`src/rtl/pmp_check_arbiter_pkg.sv`:
```
// Shared types and mode encodings for the PMP check-lane arbiter.
package pmp_pkg;

    typedef enum logic [1:0] {
        RUN    = 2'd0,
        DRAIN  = 2'd1,
        SETTLE = 2'd2
    } pmp_arb_state_e;

    localparam logic [1:0] PMP_MODE_RSVD  = 2'b00;
    localparam logic [1:0] PMP_MODE_LOAD  = 2'b01;
    localparam logic [1:0] PMP_MODE_STORE = 2'b10;
    localparam logic [1:0] PMP_MODE_FETCH = 2'b11;

endpackage

```
`src/rtl/pmp_check_arbiter_rr_arbiter.sv`:
```
// Combinational round-robin picker: first eligible index at or above rr_ptr, wrapping.
module pmp_rr_arbiter #(
    parameter int unsigned N = 4
) (
    input  logic [N-1:0]         elig,
    input  logic                 en,
    input  logic [$clog2(N)-1:0] rr_ptr,
    output logic [N-1:0]         grant,
    output logic [$clog2(N)-1:0] grant_id
);

    localparam int unsigned ID_W = $clog2(N);

    always_comb begin
        int unsigned idx;
        logic        found;
        grant    = '0;
        grant_id = '0;
        found    = 1'b0;
        idx      = 0;
        for (int unsigned k = 0; k < N; k++) begin
            idx = 32'(rr_ptr) + k;
            if (idx >= N) begin
                idx = idx - N;
            end
            if (en && !found && elig[idx]) begin
                found      = 1'b1;
                grant[idx] = 1'b1;
                grant_id   = ID_W'(idx);
            end
        end
    end

endmodule

```
`src/rtl/pmp_check_arbiter.sv`:
```
// Round-robin sharing of one PMP check lane with a one-entry issue stage and CSR-update drain.
module pmp_check_arbiter #(
    parameter int unsigned NUM_REQ    = 4,
    parameter int unsigned ADDR_WIDTH = 32
) (
    input  logic                                 clk,
    input  logic                                 rst,
    input  logic [NUM_REQ-1:0]                   req_valid,
    output logic [NUM_REQ-1:0]                   req_ready,
    input  logic [NUM_REQ-1:0][ADDR_WIDTH-1:0]   req_addr,
    input  logic [NUM_REQ-1:0][1:0]              req_mode,
    output logic [NUM_REQ-1:0]                   rsp_valid,
    input  logic [NUM_REQ-1:0]                   rsp_ready,
    output logic [NUM_REQ-1:0]                   rsp_pass,
    output logic                                 chk_valid,
    output logic [ADDR_WIDTH-1:0]                chk_addr,
    output logic [1:0]                           chk_mode,
    input  logic                                 chk_pass,
    input  logic                                 cfg_update,
    output logic                                 busy
);

    import pmp_pkg::*;

    localparam int unsigned ID_W = $clog2(NUM_REQ);

    pmp_arb_state_e          state;
    logic [ID_W-1:0]         rr_ptr;
    logic [NUM_REQ-1:0]      pend;
    logic [NUM_REQ-1:0]      elig;
    logic [NUM_REQ-1:0]      grant;
    logic [ID_W-1:0]         grant_id;
    logic                    arb_en;

    logic                    s_vld;
    logic [ID_W-1:0]         s_id;
    logic [ADDR_WIDTH-1:0]   s_addr;
    logic [1:0]              s_mode;

    assign elig   = req_valid & ~pend;
    // The cycle cfg_update is seen in RUN must already be grant-free.
    assign arb_en = (state == RUN) && !cfg_update && !rst;

    pmp_rr_arbiter #(
        .N (NUM_REQ)
    ) u_rr (
        .elig     (elig),
        .en       (arb_en),
        .rr_ptr   (rr_ptr),
        .grant    (grant),
        .grant_id (grant_id)
    );

    assign req_ready = grant;
    assign chk_valid = s_vld;
    assign chk_addr  = s_addr;
    assign chk_mode  = s_mode;
    assign busy      = s_vld | (|rsp_valid);

    always_ff @(posedge clk) begin
        if (rst) begin
            state     <= RUN;
            rr_ptr    <= '0;
            pend      <= '0;
            s_vld     <= 1'b0;
            s_id      <= '0;
            s_addr    <= '0;
            s_mode    <= '0;
            rsp_valid <= '0;
            rsp_pass  <= '0;
        end else begin
            unique case (state)
                RUN:     if (cfg_update) state <= DRAIN;
                DRAIN:   if (!s_vld && !cfg_update) state <= SETTLE;
                SETTLE:  state <= cfg_update ? DRAIN : RUN;
                default: state <= RUN;
            endcase

            pend  <= (pend | grant) & ~(rsp_valid & rsp_ready);
            s_vld <= |grant;
            if (|grant) begin
                rr_ptr <= (grant_id == ID_W'(NUM_REQ - 1)) ? '0 : grant_id + ID_W'(1);
                s_id   <= grant_id;
                s_addr <= req_addr[grant_id];
                s_mode <= req_mode[grant_id];
            end

            for (int unsigned i = 0; i < NUM_REQ; i++) begin
                if (rsp_valid[i] && rsp_ready[i]) begin
                    rsp_valid[i] <= 1'b0;
                    rsp_pass[i]  <= 1'b0;
                end
            end
            // pend guarantees s_id has no unaccepted result, so this never collides with the clear above.
            if (s_vld) begin
                rsp_valid[s_id] <= 1'b1;
                rsp_pass[s_id]  <= chk_pass && (s_mode != PMP_MODE_RSVD);
            end
        end
    end

endmodule
```
`config.mk`:
```
export PLATFORM = sky130hd
export DESIGN_NAME = pmp_check_arbiter
export DESIGN_NICKNAME = d
export VERILOG_FILES = /design/src/rtl/pmp_check_arbiter_pkg.sv /design/src/rtl/pmp_check_arbiter_rr_arbiter.sv /design/src/rtl/pmp_check_arbiter.sv
export SDC_FILE = /design/constraint.sdc
export NUM_CORES = 1
export LEC_CHECK = 0
export CAP_MARGIN = 20
export CORE_UTILIZATION = 46
export CTS_BUF_LIST = sky130_fd_sc_hd__clkbuf_4
export DETAILED_ROUTE_END_ITERATION = 10
export MAX_ROUTING_LAYER = met4
export PLACE_DENSITY_LB_ADDON = 0.2
export SYNTH_ARGS = -nofsm -noshare
export SYNTH_HDL_FRONTEND = slang
export SYNTH_SLANG_ARGS = --single-unit
```
`constraint.sdc`:
```
create_clock -name clk -period 4.75 [get_ports clk]
set_input_delay 0.95 -clock clk [delete_from_list [all_inputs] [get_ports clk]]
set_output_delay 0.95 -clock clk [all_outputs]
set_load 0.03 [all_outputs]
```
==> results of run 1 <==
==> metrics by stage <==
stage	setup WS (ps)	power [W]	area [sq um]	std cells
floorplan	833	0.00214	5040	595
global placement	681	0.00273	7070	880
detailed placement	515	0.00280	7070	880
CTS	558	0.00303	7130	888
global route	433	0.00321	7130	888
finish	535	0.00305	7130	888
==> state kept, by name, indices dropped and copies added, names as in the netlist <==
| register | count |
|---|---|
| chk_mode | 2 |
| chk_valid | 1 |
| rr_ptr | 2 |
| state | 2 |
| chk_addr | 32 |
| rsp_pass | 4 |
| rsp_valid | 4 |
| s_id | 2 |
| pend | 4 |
==> worst paths after layout <==
kind         cells after the start                   endpoint                   start  slack, ps
max                              8               req_ready[2]            req_valid[1]        530
min                              1      state[1]$_SDFFE_PP0P_   state[1]$_SDFFE_PP0P_        500
min reg2reg                      1      state[1]$_SDFFE_PP0P_   state[1]$_SDFFE_PP0P_        500
max reg2reg                     11  chk_addr[17]$_SDFFE_PP0P_  rr_ptr[1]$_SDFFE_PP0P_        910
==> cells by family (layout without fill, tap and decap cells) <==
logic type	after synthesis	in the layout	synth area share [%]
adder cells (fa/ha/maj)	8	8	1.99
AND/OR/NAND/NOR	138	138	12.6
buffers and inverters	74	231	6.68
flip-flops	53	53	21.1
multiplexers	75	75	15.7
AO/OA/AOI/OAI	246	246	41.8
XOR/XNOR	1	1	0.174
==> Yosys cell counts, types with 4 or more instances <==
library cell and count:
a221oi_1 8, a311oi_2 24, a221o_1 34, buf_2 9
a31oi_1 5, nor2b_1 4, nor2_1 80, o21ai_0 37
a211o_1 31, ha_1 8, o221ai_1 36, a311oi_1 10
mux2i_1 69, a22oi_1 35, nand2b_1 10, nand2_1 18
dfxtp_1 53, nand3_1 7, a21oi_1 13, buf_4 10
inv_1 10, clkbuf_1 40
==> where the power goes <==
group | switching, W | internal, W | leakage [nW]
clock | 0.000165 | 0.0000575 | 0.0234
combinational | 0.00124 | 0.000910 | 1.95
sequential | 0.000103 | 0.000572 | 0.434
==> layout make-up <==
type | instances | area [sq um]
Sequential cell | 53 | 1060
Timing Repair Buffer | 212 | 2110
Multi-Input combinational cell | 468 | 3680
Clock buffer | 5 | 37.5
Fill cell | 859 | 3330
Inverter | 11 | 43.8
Tap cell | 136 | 170
Clock inverter | 3 | 22.5
==> metal layers <==
metal / share of wire [%] / up-vias / GRT usage (%)
li1: - / 2712 / -
met1: 39 / 2863 / 36.3
met2: 50 / 363 / 55.2
met3: 7.3 / 54 / 4.44
met4: 3.2 / 0 / 13.1
met5: 0 / - / -
==> reports/qor.yml, run 1 <==
p_leak_nw: 2.40
dieArea_sq_um: 11400
hold_viol: 0
grt_max_degree: 76
synthArstFlopShare_pct: 0
path_cells: "clkdlybuf4s50_1 -> nor2b_1 -> mux4_2 -> and2_4 -> nor3_4 -> a221oi_1 -> inv_1 -> buf_4"
nets: 907
outcome: "complete, no violations"
synth_cell_types: 50
ant_nets: 0
drc: 0
syn_to_final_growth_pct: 41.5
dp_hpwl_microns: 12600
yosysWarnings: 0
maxCapViolCount: 0
die_y_microns: 107
worstSetupPathType: "in2out"
clkSlewWorstSetupHoldPaths_ps: 160
rsz0062_at_grt: "false"
synthCells: 595
numCtsBuffers: 5
period_share_pct: 88.7
fp.dieW_microns: 107
postCtsSetupBuffers: 0
root_buffer: "clkbuf_4"
wl_per_cell_microns: 20.7
fin_setup_tns_ps: 0
max_slew_margin_pct: 37.4
hold_buffers: 0
vias: 5992
layout-drive-gt1-share_pct: 9.84
overflow: 0
final_common_cell: "clkdlybuf4s50_1"
drt_iter0_markers: 492
clock_sinks: 53
crit_fanout: 8
mostFrequentLayoutCells: "clkdlybuf4s50_1, nor2_1, mux2i_1"
end_kind: "output port"
synth_nets: 751
ioPinCount: 196
floorplan.initialDensity_pct: 48.2
slowest_stage: "a221oi_1"
clk-insertion-delay-late_ps: 380
finalSetupViolations: 0
startpoint_type: "input pin"
worstMarginPinSlew_ps: 938
grt_pass1_vias: 5854
synth.largest_area_cell: "dfxtp_1"
grt_antenna_before_repair: 0
port_buffers: 195
yosys-top-cells-area: "dfxtp_1, mux2i_1, a311oi_2"
diodes: 0
ctsResizeCount: 0
clock_path_buffers: 2
yosys.area.top_type_share_pct: 21.1
cp_data_required_time_ps: 3800
fmax_ghz: 0.237
final_core_util_pct: 68.1
slew_viol_final: 0
syn_area_sq_um: 5040
cp_top_family: "buffers and inverters"
fin_skew_ps: 14.5
grt_util_all_layers_pct: 31.6
layout_min_cycle_time_ps: 4220
wirelength_microns: 18400
critPathBufInv: 3
ys_seq_elements: 53
avgSynthCellArea_sq_um: 8.47
crit_path_max_incr_delay_ps: 490
irDropWorstVdd_uv: 443
grt_pass1_wl_microns: 28200
core_sq_um: 10500
place_congestion: 0.990
ys_seq_area_share_pct: 21.1
floorplan.rows: 37
via_per_inst: 6.75
dr.pass1.iters: 5
htreeDepth: 2
synth_edf_count: 0
cts_tree: "yes"
whs_ps: 500
ys.flop_type: "dfxtp_1"
crit_arrival_ps: 3270
min_path_type: "reg2reg"
powerDensity_nw_per_um2: 427
Power figures use the tool's default switching activity.
==> run 2: changes to the inputs <==
SLEW_MARGIN = 5   (was unset)
==> results of run 2 <==
No change in the layout: final DEF, timing and power equal those of run 1.
==> run 3: changes to the inputs <==
HOLD_SLACK_MARGIN = 0.12   (was unset)
==> results of run 3 <==
No change in the layout: final DEF, timing and power equal those of run 1.
